--- config.mk ---
export PLATFORM = sky130hd
export DESIGN_NAME = move_sequencer
export DESIGN_NICKNAME = d
export VERILOG_FILES = /design/src/rtl/move_sequencer.sv
export SDC_FILE = /design/constraint.sdc
export NUM_CORES = 1
export LEC_CHECK = 0
export CAP_MARGIN = 20
export CORE_ASPECT_RATIO = 0.9
export CORE_UTILIZATION = 54
export DETAILED_ROUTE_END_ITERATION = 8
export PLACE_DENSITY = 0.86
export SLEW_MARGIN = 20
export SYNTH_ARGS = -nofsm -noshare
export SYNTH_HDL_FRONTEND = slang
export SYNTH_SLANG_ARGS = --single-unit
--- constraint.sdc ---
create_clock -name clock -period 4.3 [get_ports clock]
set_input_delay 0.645 -clock clock [delete_from_list [all_inputs] [get_ports clock]]
set_output_delay 0.645 -clock clock [all_outputs]
set_load 0.05 [all_outputs]
--- src/rtl/move_sequencer.sv ---
// Move sequencer for a two-player 3x3 board game.
// Accepts a move request, presents a one-hot enable for one cycle, commits the
// move or rejects it, then pulses the result. Winner and game-over are decoded
// from the registered board.
module move_sequencer (
   input  logic       clock,
   input  logic       reset,
   input  logic       new_game,
   input  logic       move_valid,
   input  logic [3:0] move_pos,
   input  logic       illegal_move,
   output logic [1:0] pos1,
   output logic [1:0] pos2,
   output logic [1:0] pos3,
   output logic [1:0] pos4,
   output logic [1:0] pos5,
   output logic [1:0] pos6,
   output logic [1:0] pos7,
   output logic [1:0] pos8,
   output logic [1:0] pos9,
   output logic [8:0] PL1_en,
   output logic [8:0] PL2_en,
   output logic       turn,
   output logic       move_ready,
   output logic       move_ok,
   output logic       move_reject,
   output logic [1:0] winner,
   output logic       game_over
);

   typedef enum logic [1:0] {IDLE, ISSUE, RESULT, DONE} state_t;

   state_t          state_q, state_d;
   logic [3:0]      pos_q, pos_d;
   logic [8:0][1:0] board_q, board_d;
   logic            turn_q, turn_d;
   logic [3:0]      count_q, count_d;
   logic            ok_q, ok_d;

   logic            in_range;
   logic [3:0]      sq_idx;
   logic            occupied;
   logic            p1_line, p2_line;

   assign in_range = (pos_q >= 4'd1) && (pos_q <= 4'd9);
   assign sq_idx   = pos_q - 4'd1;
   // Defence in depth: an occupied square is rejected even if the detector misses it.
   assign occupied = in_range && (board_q[sq_idx] != 2'b00);

   assign pos1 = board_q[0];
   assign pos2 = board_q[1];
   assign pos3 = board_q[2];
   assign pos4 = board_q[3];
   assign pos5 = board_q[4];
   assign pos6 = board_q[5];
   assign pos7 = board_q[6];
   assign pos8 = board_q[7];
   assign pos9 = board_q[8];
   assign turn = turn_q;

   function automatic logic line_of(input logic [1:0] a, input logic [1:0] b,
                                    input logic [1:0] c, input logic [1:0] who);
      return (a == who) && (b == who) && (c == who);
   endfunction

   // Winner decode over the 3 rows, 3 columns and 2 diagonals.
   always_comb begin
      p1_line = 1'b0;
      p2_line = 1'b0;
      for (int unsigned w = 1; w <= 2; w++) begin
         logic hit;
         hit = line_of(board_q[0], board_q[1], board_q[2], 2'(w)) |
               line_of(board_q[3], board_q[4], board_q[5], 2'(w)) |
               line_of(board_q[6], board_q[7], board_q[8], 2'(w)) |
               line_of(board_q[0], board_q[3], board_q[6], 2'(w)) |
               line_of(board_q[1], board_q[4], board_q[7], 2'(w)) |
               line_of(board_q[2], board_q[5], board_q[8], 2'(w)) |
               line_of(board_q[0], board_q[4], board_q[8], 2'(w)) |
               line_of(board_q[2], board_q[4], board_q[6], 2'(w));
         if (w == 1) p1_line = hit;
         else        p2_line = hit;
      end
      if (p1_line)      winner = 2'b01;
      else if (p2_line) winner = 2'b10;
      else              winner = 2'b00;
      game_over = (winner != 2'b00) || (count_q == 4'd9);
   end

   // State and datapath registers; reset and new_game clear everything alike.
   always_ff @(posedge clock) begin
      if (reset || new_game) begin
         state_q <= IDLE;
         pos_q   <= '0;
         board_q <= '0;
         turn_q  <= 1'b0;
         count_q <= '0;
         ok_q    <= 1'b0;
      end else begin
         state_q <= state_d;
         pos_q   <= pos_d;
         board_q <= board_d;
         turn_q  <= turn_d;
         count_q <= count_d;
         ok_q    <= ok_d;
      end
   end

   // Next-state logic.
   always_comb begin
      state_d = state_q;
      case (state_q)
         IDLE:    if (game_over)       state_d = DONE;
                  else if (move_valid) state_d = ISSUE;
         ISSUE:   state_d = RESULT;
         RESULT:  state_d = IDLE;
         DONE:    state_d = DONE;
         default: state_d = IDLE;
      endcase
   end

   // Datapath: latch the request, then commit or reject it at the end of ISSUE.
   always_comb begin
      pos_d   = pos_q;
      board_d = board_q;
      turn_d  = turn_q;
      count_d = count_q;
      ok_d    = ok_q;
      if (state_q == IDLE && !game_over && move_valid) begin
         pos_d = move_pos;
      end else if (state_q == ISSUE) begin
         if (!in_range || occupied || illegal_move) begin
            ok_d = 1'b0;
         end else begin
            board_d[sq_idx] = turn_q ? 2'b10 : 2'b01;
            turn_d          = ~turn_q;
            count_d         = (count_q == 4'd9) ? 4'd9 : count_q + 4'd1;
            ok_d            = 1'b1;
         end
      end
   end

   // Outputs decoded from the current state.
   always_comb begin
      move_ready  = (state_q == IDLE) && !game_over;
      PL1_en      = '0;
      PL2_en      = '0;
      move_ok     = (state_q == RESULT) && ok_q;
      move_reject = (state_q == RESULT) && !ok_q;
      if (state_q == ISSUE && in_range) begin
         if (turn_q) PL2_en = 9'(1) << sq_idx;
         else        PL1_en = 9'(1) << sq_idx;
      end
   end

endmodule

==> flow_summary_export.csv, run 1 <==
group,metric,value,unit
yosys,synth-main-ff-cell,"dfxtp_1",
clocking,cts_buffer_depth,2,
worst_setup_path,path_buf_inv,2,
grt,grt_use_total,29.0,%
placed_design,place_congestion,0.850,
yosys,synth_adder_area_share,5.89,%
sta,rsz0062_at_grt,"no",
layout,finish.utilization,74.3,%
worst_setup_path,crit_chain,"inv_1 > ha_1 > nor2b_1 > a221oi_1 > nand2b_1 > nor2_1 > clkdlybuf4s50_1",
placed_design,numPortBuffers,51,
yosys,synthesis.nets,277,
layout,drive_gt1_share,8.39,%
floorplan,core_area,0.00373,mm^2
floorplan,row_count,21,
grt,antenna_found_initial,0,
run,cap_violations,0,
pwr,ir_drop,0.000168,V
worst_setup_path,cpMaxStageDelayCell,"clkdlybuf4s50_1",
clocking,cts-resized-gates,0,
worst_setup_path,cpLargestDelayFamily,"buffers and inverters",
worst_setup_path,crit_type,"reg -> out",
yosys,yosys.area_share.simple,37.1,%
route,via_count,2112,
sta,fmax,261,MHz
clocking,path_clk_slew,0.07,ns
layout,largestRegisters,"count_q: 4 flops, pos_q: 4 flops",
clocking,htreeDepth,2,
clocking,cts_buffers,5,
hold_path,holdCritPathClass,"reg -> reg",
route,dr.pass1.iters,5,
route,wl_per_cell,15.9,um
yosys,async_reset_ff_share,0,%
clocking,cts_setup_buffers,0,
placed_design,hpwlAfterDp,4.20,mm
worst_setup_path,arrival,3.19,ns
layout,finalNonFillerCells,356,
yosys,muxShareOfSynthArea,11.8,%
yosys,synth-seq-cells,30,
worst_setup_path,critPathLaunchType,"flop",
grt,grt_pass1_vias,1739,
route,first_iter_violations,228,
yosys,synthCells,258,
yosys,synth_top_family_by_area,"simple AND/OR/NAND/NOR gates",
yosys,ys.warnings.count,0,
sta,period_minus_slack,3.84,ns
clocking,cts_sinks,30,
layout,antenna_cells,0,
sta,skew,0.00684,ns
clocking,cts_tree,"yes",
layout,nFillCells,288,
pwr,finalPower,0.000613,W
run_status,status,"completed",
grt,gr-total-overflow,0,
sta,hold_viol,0,
floorplan,die_h,61.5,um
yosys,synth_edf_count,0,
route,finalWirelength,5.65,mm
placed_design,placed_cells,348,
clocking,cts-root-buf,"clkbuf_8",
clocking,clk_latency,0.29,ns
sta,slew_headroom,39.9,%
worst_setup_path,critPathRequiredTime,3.65,ns
route,final_antenna_net_count,0,
layout,fin_nets,328,
floorplan,die_w,68.1,um
worst_setup_path,end_kind,"output pin",
yosys,syn-cell-area,0.00212,mm^2
pwr,power_density,221,mW/mm^2
yosys,synth-compound-area-share,13.0,%
sta,setup-tns-final,0,ns
floorplan,die_area,0.00419,mm^2
sta,setup_viol,0,
layout,syn_to_final_growth,30.4,%
pwr,power_leakage,0.948,nW
worst_setup_path,cp_max_fo,9,
floorplan,ios,52,
grt,grt_pass1_wl,8.75,mm
grt,grt_max_degree,23,
sta,slew_viol_final,0,
sta,fin_crit_sh,89.2,%
route,drc,0,
worst_setup_path,critPathMaxStageDelay,0.84,ns
clocking,cts_hold_buffers,0,
sta,worst-slew-pin-transition,0.894,ns
yosys,synth_xor_xnor_area_share,0,%
floorplan,start_util,56.9,%
yosys,syn_area_per_cell,8.23,um^2
yosys,synth.distinct_cells,57,
route,vias_per_cell,5.93,
sta,hold_slack,0.496,ns
yosys,synth-seq-area-share,28.3,%
## area by class of cell
| type | count | area [um^2] | share of cell area, % |
|---|---|---|---|
| inverters | 10 | 37.5 | 1.35 |
| well taps | 46 | 57.6 | 2.08 |
| clock buffers | 8 | 110 | 3.97 |
| multi-input cells | 209 | 1440 | 52.0 |
| repair buffers | 53 | 526 | 19.0 |
| flip-flops and latches | 30 | 601 | 21.7 |
## worst paths after layout
check | slack (ns) | cells past startpoint | from | end
hold / removal | 0.50 | 2 | ok_q$_SDFFE_PP0P_ | ok_q$_SDFFE_PP0P_
setup reg to reg | 1.50 | 8 | pos_q[0]$_SDFFE_PP0P_ | pos3[1]$_SDFFE_PP0P_
hold reg to reg | 0.50 | 2 | ok_q$_SDFFE_PP0P_ | ok_q$_SDFFE_PP0P_
setup / recovery | 0.46 | 7 | pos_q[0]$_SDFFE_PP0P_ | PL1_en[6]
## layout by cell type (no fill, tap or decap), types with 3 or more instances in the layout
master,instances
inv_1,10
nor4bb_1,13
nand2_1,43
dfxtp_1,30
ha_1,10
mux2i_1,19
or2_2,3
o21ai_0,5
clkbuf_8,8
nor4_1,6
clkdlybuf4s50_1,51
nor2_1,33
a21oi_1,6
nor3_1,3
or4_1,4
and2_1,3
or3_1,3
nor2b_1,14
## synth_stat cells (all sizes together) (4+ instances only)
cell type,number,area [um^2]
nor2b,14,87.6
a21oi,6,30.0
dfxtp,30,601
ha,10,125
buf,5,31.3
nand2,43,161
clkbuf,4,15.0
or4,4,30.0
inv,10,37.5
nor4bb,13,130
o21ai,9,52.6
nor4,8,71.3
nor2,33,124
mux2i,19,190
## logic make-up (layout without fill, tap and decap cells)
kind of cell | count (synthesis) | count (layout)
buffers and inverters | 19 | 71
flip-flops | 30 | 30
AND/OR/NAND/NOR | 139 | 139
adder cells (fa/ha/maj) | 10 | 10
AO/OA/AOI/OAI | 38 | 38
multiplexers | 22 | 22
## power by group
group | total (W) | leakage (nW) | internal (W) | switching, W
Clock | 0.000272 | 0.0575 | 0.000161 | 0.000110
Sequential | 0.000283 | 0.242 | 0.000280 | 0.00000279
Combinational | 0.0000589 | 0.649 | 0.0000228 | 0.0000361
## per-stage QoR
stage / cell area (um^2) / setup slack (ns)
final: 2770 / 0.465
after global routing: 2770 / 0.219
after CTS: 2770 / 0.485
after detailed placement: 2660 / 0.819
after global placement: 2660 / 0.882
after floorplan: 2120 / 1.37
## layer usage
layer | GRT usage (%) | up-vias | routed length [um]
met3 | 6.48 | 10 | 390
met2 | 41.9 | 89 | 2520
met5 | 0 | - | 0
met4 | 10.7 | 0 | 75
li1 | - | 1032 | -
met1 | 41.8 | 981 | 2660
## tightest hold or removal path, stage by stage, from the launching register on
cell and delay, ns:
dfxtp_1 0.32, o21ai_0 0.07, a21oi_1 0.06
Power figures use the tool's default switching activity.
==> inputs of run 2 (changes only) <==
- CTS_CLUSTER_SIZE: default -> 16
==> results of run 2 <==
Same layout as run 1: the final DEF is identical, and so are final timing and power.
==> inputs of run 3 (changes only) <==
- ABC_AREA: default -> 1
- CORE_UTILIZATION: 54 -> 53
- PLACE_DENSITY: 0.86 -> 0.85
- SLEW_MARGIN: 20 -> default
==> run 3 against run 2 <==
  * Critical path depth up 3
  * Sequential cell count unchanged
  * Utilization down 2.1 points
  * Sequential power about the same
  * Setup slack better by 0.40 ns
  * Clock power down 12%
  * Highest routed layer unchanged
==> flow_summary_export.csv, run 3 <==
group,metric,value,unit
sta,period_minus_slack,3.44,ns
worst_setup_path,critPathLaunchType,"flop",
route,drc,0,
pwr,power_density,228,mW/mm^2
yosys,async_reset_ff_share,0,%
worst_setup_path,r2r-start,"pos_q[0]$_SDFFE_PP0P_",
hold_path,holdCritPathClass,"reg -> reg",
clocking,path_clk_slew,0.06,ns
grt,grt_use_total,30.7,%
grt,antenna_found_initial,0,
floorplan,core_area,0.00373,mm^2
sta,worst-slew-pin-transition,0.687,ns
worst_setup_path,r2r_cells,13,
sta,setup-tns-final,0,ns
yosys,synthesis.nets,361,
clocking,cts_buffers,5,
route,vias_per_cell,5.37,
layout,fin_nets,411,
layout,final_common_cell,"nand2_1",
layout,syn_to_final_growth,30.0,%
clocking,cts-root-buf,"clkbuf_8",
floorplan,start_util,55.5,%
yosys,synth-main-ff-cell,"dfxtp_1",
worst_setup_path,critPathRequiredTime,3.65,ns
sta,hold_viol,0,
pwr,finalPower,0.000615,W
yosys,yosys.area.top_type_share,29.0,%
worst_setup_path,arrival,2.79,ns
yosys,netlist_top_cells_area,"dfxtp_1 29%, nand2_1 16%, nor2_1 12%",
run,cap_violations,0,
hold_path,hold_end,"count_q[2]$_SDFFE_PP0P_",
clocking,cts_sinks,30,
floorplan,ios,52,
layout,regArea,601,um^2
layout,largestRegisters,"count_q: 4 flops, pos_q: 4 flops",
clocking,clk_latency,0.29,ns
yosys,syn-cell-area,0.00207,mm^2
pwr,power_leakage,1.03,nW
placed_design,place_congestion,0.963,
layout,drive_gt1_share,5.34,%
placed_design,placed_cells,431,
sta,setup_viol,0,
hold_path,worstHoldStart,"count_q[2]$_SDFFE_PP0P_",
yosys,syn_area_per_cell,6.06,um^2
yosys,synth_common_cells,"87 x nand2_1, 68 x nor2_1, 48 x inv_1",
grt,grt_max_degree,22,
clocking,cts-resized-gates,0,
placed_design,numPortBuffers,51,
grt,grt_pass1_wl,9.09,mm
floorplan,row_count,21,
layout,nFillCells,344,
floorplan,die_w,67.9,um
route,wl_per_cell,13.5,um
clocking,cts_buffer_depth,2,
layout,antenna_cells,0,
sta,fmax,291,MHz
route,via_count,2358,
worst_setup_path,crit_type,"reg -> out",
yosys,synth.distinct_cells,32,
layout,multiInputGateArea,0.00123,mm^2
route,finalWirelength,5.92,mm
sta,rsz0062_at_grt,"no",
worst_setup_path,r2r-end,"pos5[1]$_SDFFE_PP0P_",
sta,slew_viol_final,0,
worst_setup_path,end_kind,"output pin",
worst_setup_path,r2r_setup_slack,1.39,ns
placed_design,hpwlAfterDp,4.39,mm
yosys,synth.most_common_cell,"nand2_1",
yosys,synth_edf_count,0,
sta,skew,0.00378,ns
yosys,synthCells,342,
run_status,status,"completed",
worst_setup_path,cp_max_fo,9,
pwr,ir_drop,0.000192,V
layout,finalNonFillerCells,439,
yosys,synth-seq-cells,30,
grt,grt_pass1_vias,2004,
clocking,cts_setup_buffers,0,
clocking,cts_tree,"yes",
route,final_antenna_net_count,0,
clocking,htreeDepth,2,
route,dr.pass1.iters,6,
clocking,cts_hold_buffers,0,
yosys,synth_top_area_cell,"dfxtp_1",
route,first_iter_violations,224,
yosys,ys.warnings.count,0,
sta,fin_crit_sh,80.0,%
sta,slew_headroom,54.2,%
floorplan,die_h,61.3,um
floorplan,die_area,0.00416,mm^2
hold_path,hold_depth,2,
layout,final_cell_mix,"87 x nand2_1, 68 x nor2_1, 51 x clkdlybuf4s50_1",
yosys,synth-seq-area-share,29.0,%
grt,gr-total-overflow,0,
-- run 3: changes by cell type after synthesis, moves of 11 or more --
cell      previous run  this run
a21oi_1              6        32
mux2i_1             19         0
inv_1               10        48
nor2b_1             14         0
nand4_1              1        12
nor4bb_1            13         0
nor2_1              33        68
nand2_1             43        87
-- run 3: layer usage --
| layer | share of wire, % | wire [um] | GRT usage [%] | vias up |
|---|---|---|---|---|
| li1 | - | - | - | 1173 |
| met1 | 40 | 2360 | 35.2 | 1054 |
| met3 | 8.5 | 504 | 8.15 | 18 |
| met2 | 49 | 2890 | 53.5 | 113 |
| met4 | 2.8 | 164 | 14.6 | 0 |
| met5 | 0 | 0 | 0 | - |
-- run 3: final cells by class --
class,count,share of cell area [%]
clock buffers,7,3.21
repair buffers,53,19.5
inverters,50,6.97
multi-input cells,252,45.7
clock inverters,1,0.186
flip-flops and latches,30,22.3
well taps,46,2.14
-- run 3: kinds of logic after synthesis --
kind of cell,count (synthesis),share of synthesized area [%]
AOI/OAI and AO/OA,52,13.8
buffers and inverters,60,11.7
adders and majority gates,10,6.04
DFF,30,29.0
and+or+nand+nor,190,39.5
-- run 3: stage by stage --
| step | hold WS [ns] | setup slack [ns] | cell area, um^2 | utilization [%] |
|---|---|---|---|---|
| 4_1_cts | 0.496 | 0.859 | 2690 | 72.2 |
| 2_1_floorplan | 0.453 | 1.24 | 2070 | - |
| 6_report | 0.499 | 0.861 | 2690 | 72.2 |
| 3_5_place_dp | 0.486 | 1.18 | 2600 | 69.7 |
| 5_1_grt | 0.520 | 0.605 | 2690 | 72.2 |
| 3_3_place_gp | 0.465 | 1.27 | 2600 | 69.7 |
-- run 3: worst max path at each step --
| stage | start | endpoint | depth (start not counted) |
|---|---|---|---|
| 6_report | pos_q[0]$_SDFFE_PP0P_ | PL1_en[5] | 10 |
| 5_1_grt | pos_q[0]$_SDFFE_PP0P_ | PL2_en[7] | 10 |
| 4_1_cts | pos_q[0]$_SDFFE_PP0P_ | PL1_en[7] | 10 |
| 3_5_place_dp | pos_q[0]$_SDFFE_PP0P_ | PL1_en[7] | 10 |
| 3_3_place_gp | pos_q[0]$_SDFFE_PP0P_ | PL1_en[5] | 10 |
| 2_1_floorplan | pos7[1]$_SDFFE_PP0P_ | move_ready | 8 |
-- run 3: where the power goes --
part           switching (W)  total [W]  internal (W)
clock               0.000111   0.000240      0.000129
sequential        0.00000337   0.000284      0.000281
combinational      0.0000612  0.0000914     0.0000302
total               0.000175   0.000615      0.000440
-- run 3: critical path, cell delays in order, from the launching register on --
cell and delay [ns]:
dfxtp_1 0.44, inv_2 0.13, ha_1 0.23, or2_0 0.22
and2_4 0.15, a21oi_1 0.11, inv_1 0.08, nor2_1 0.13
inv_1 0.08, nor2_1 0.11, clkdlybuf4s50_1 0.82
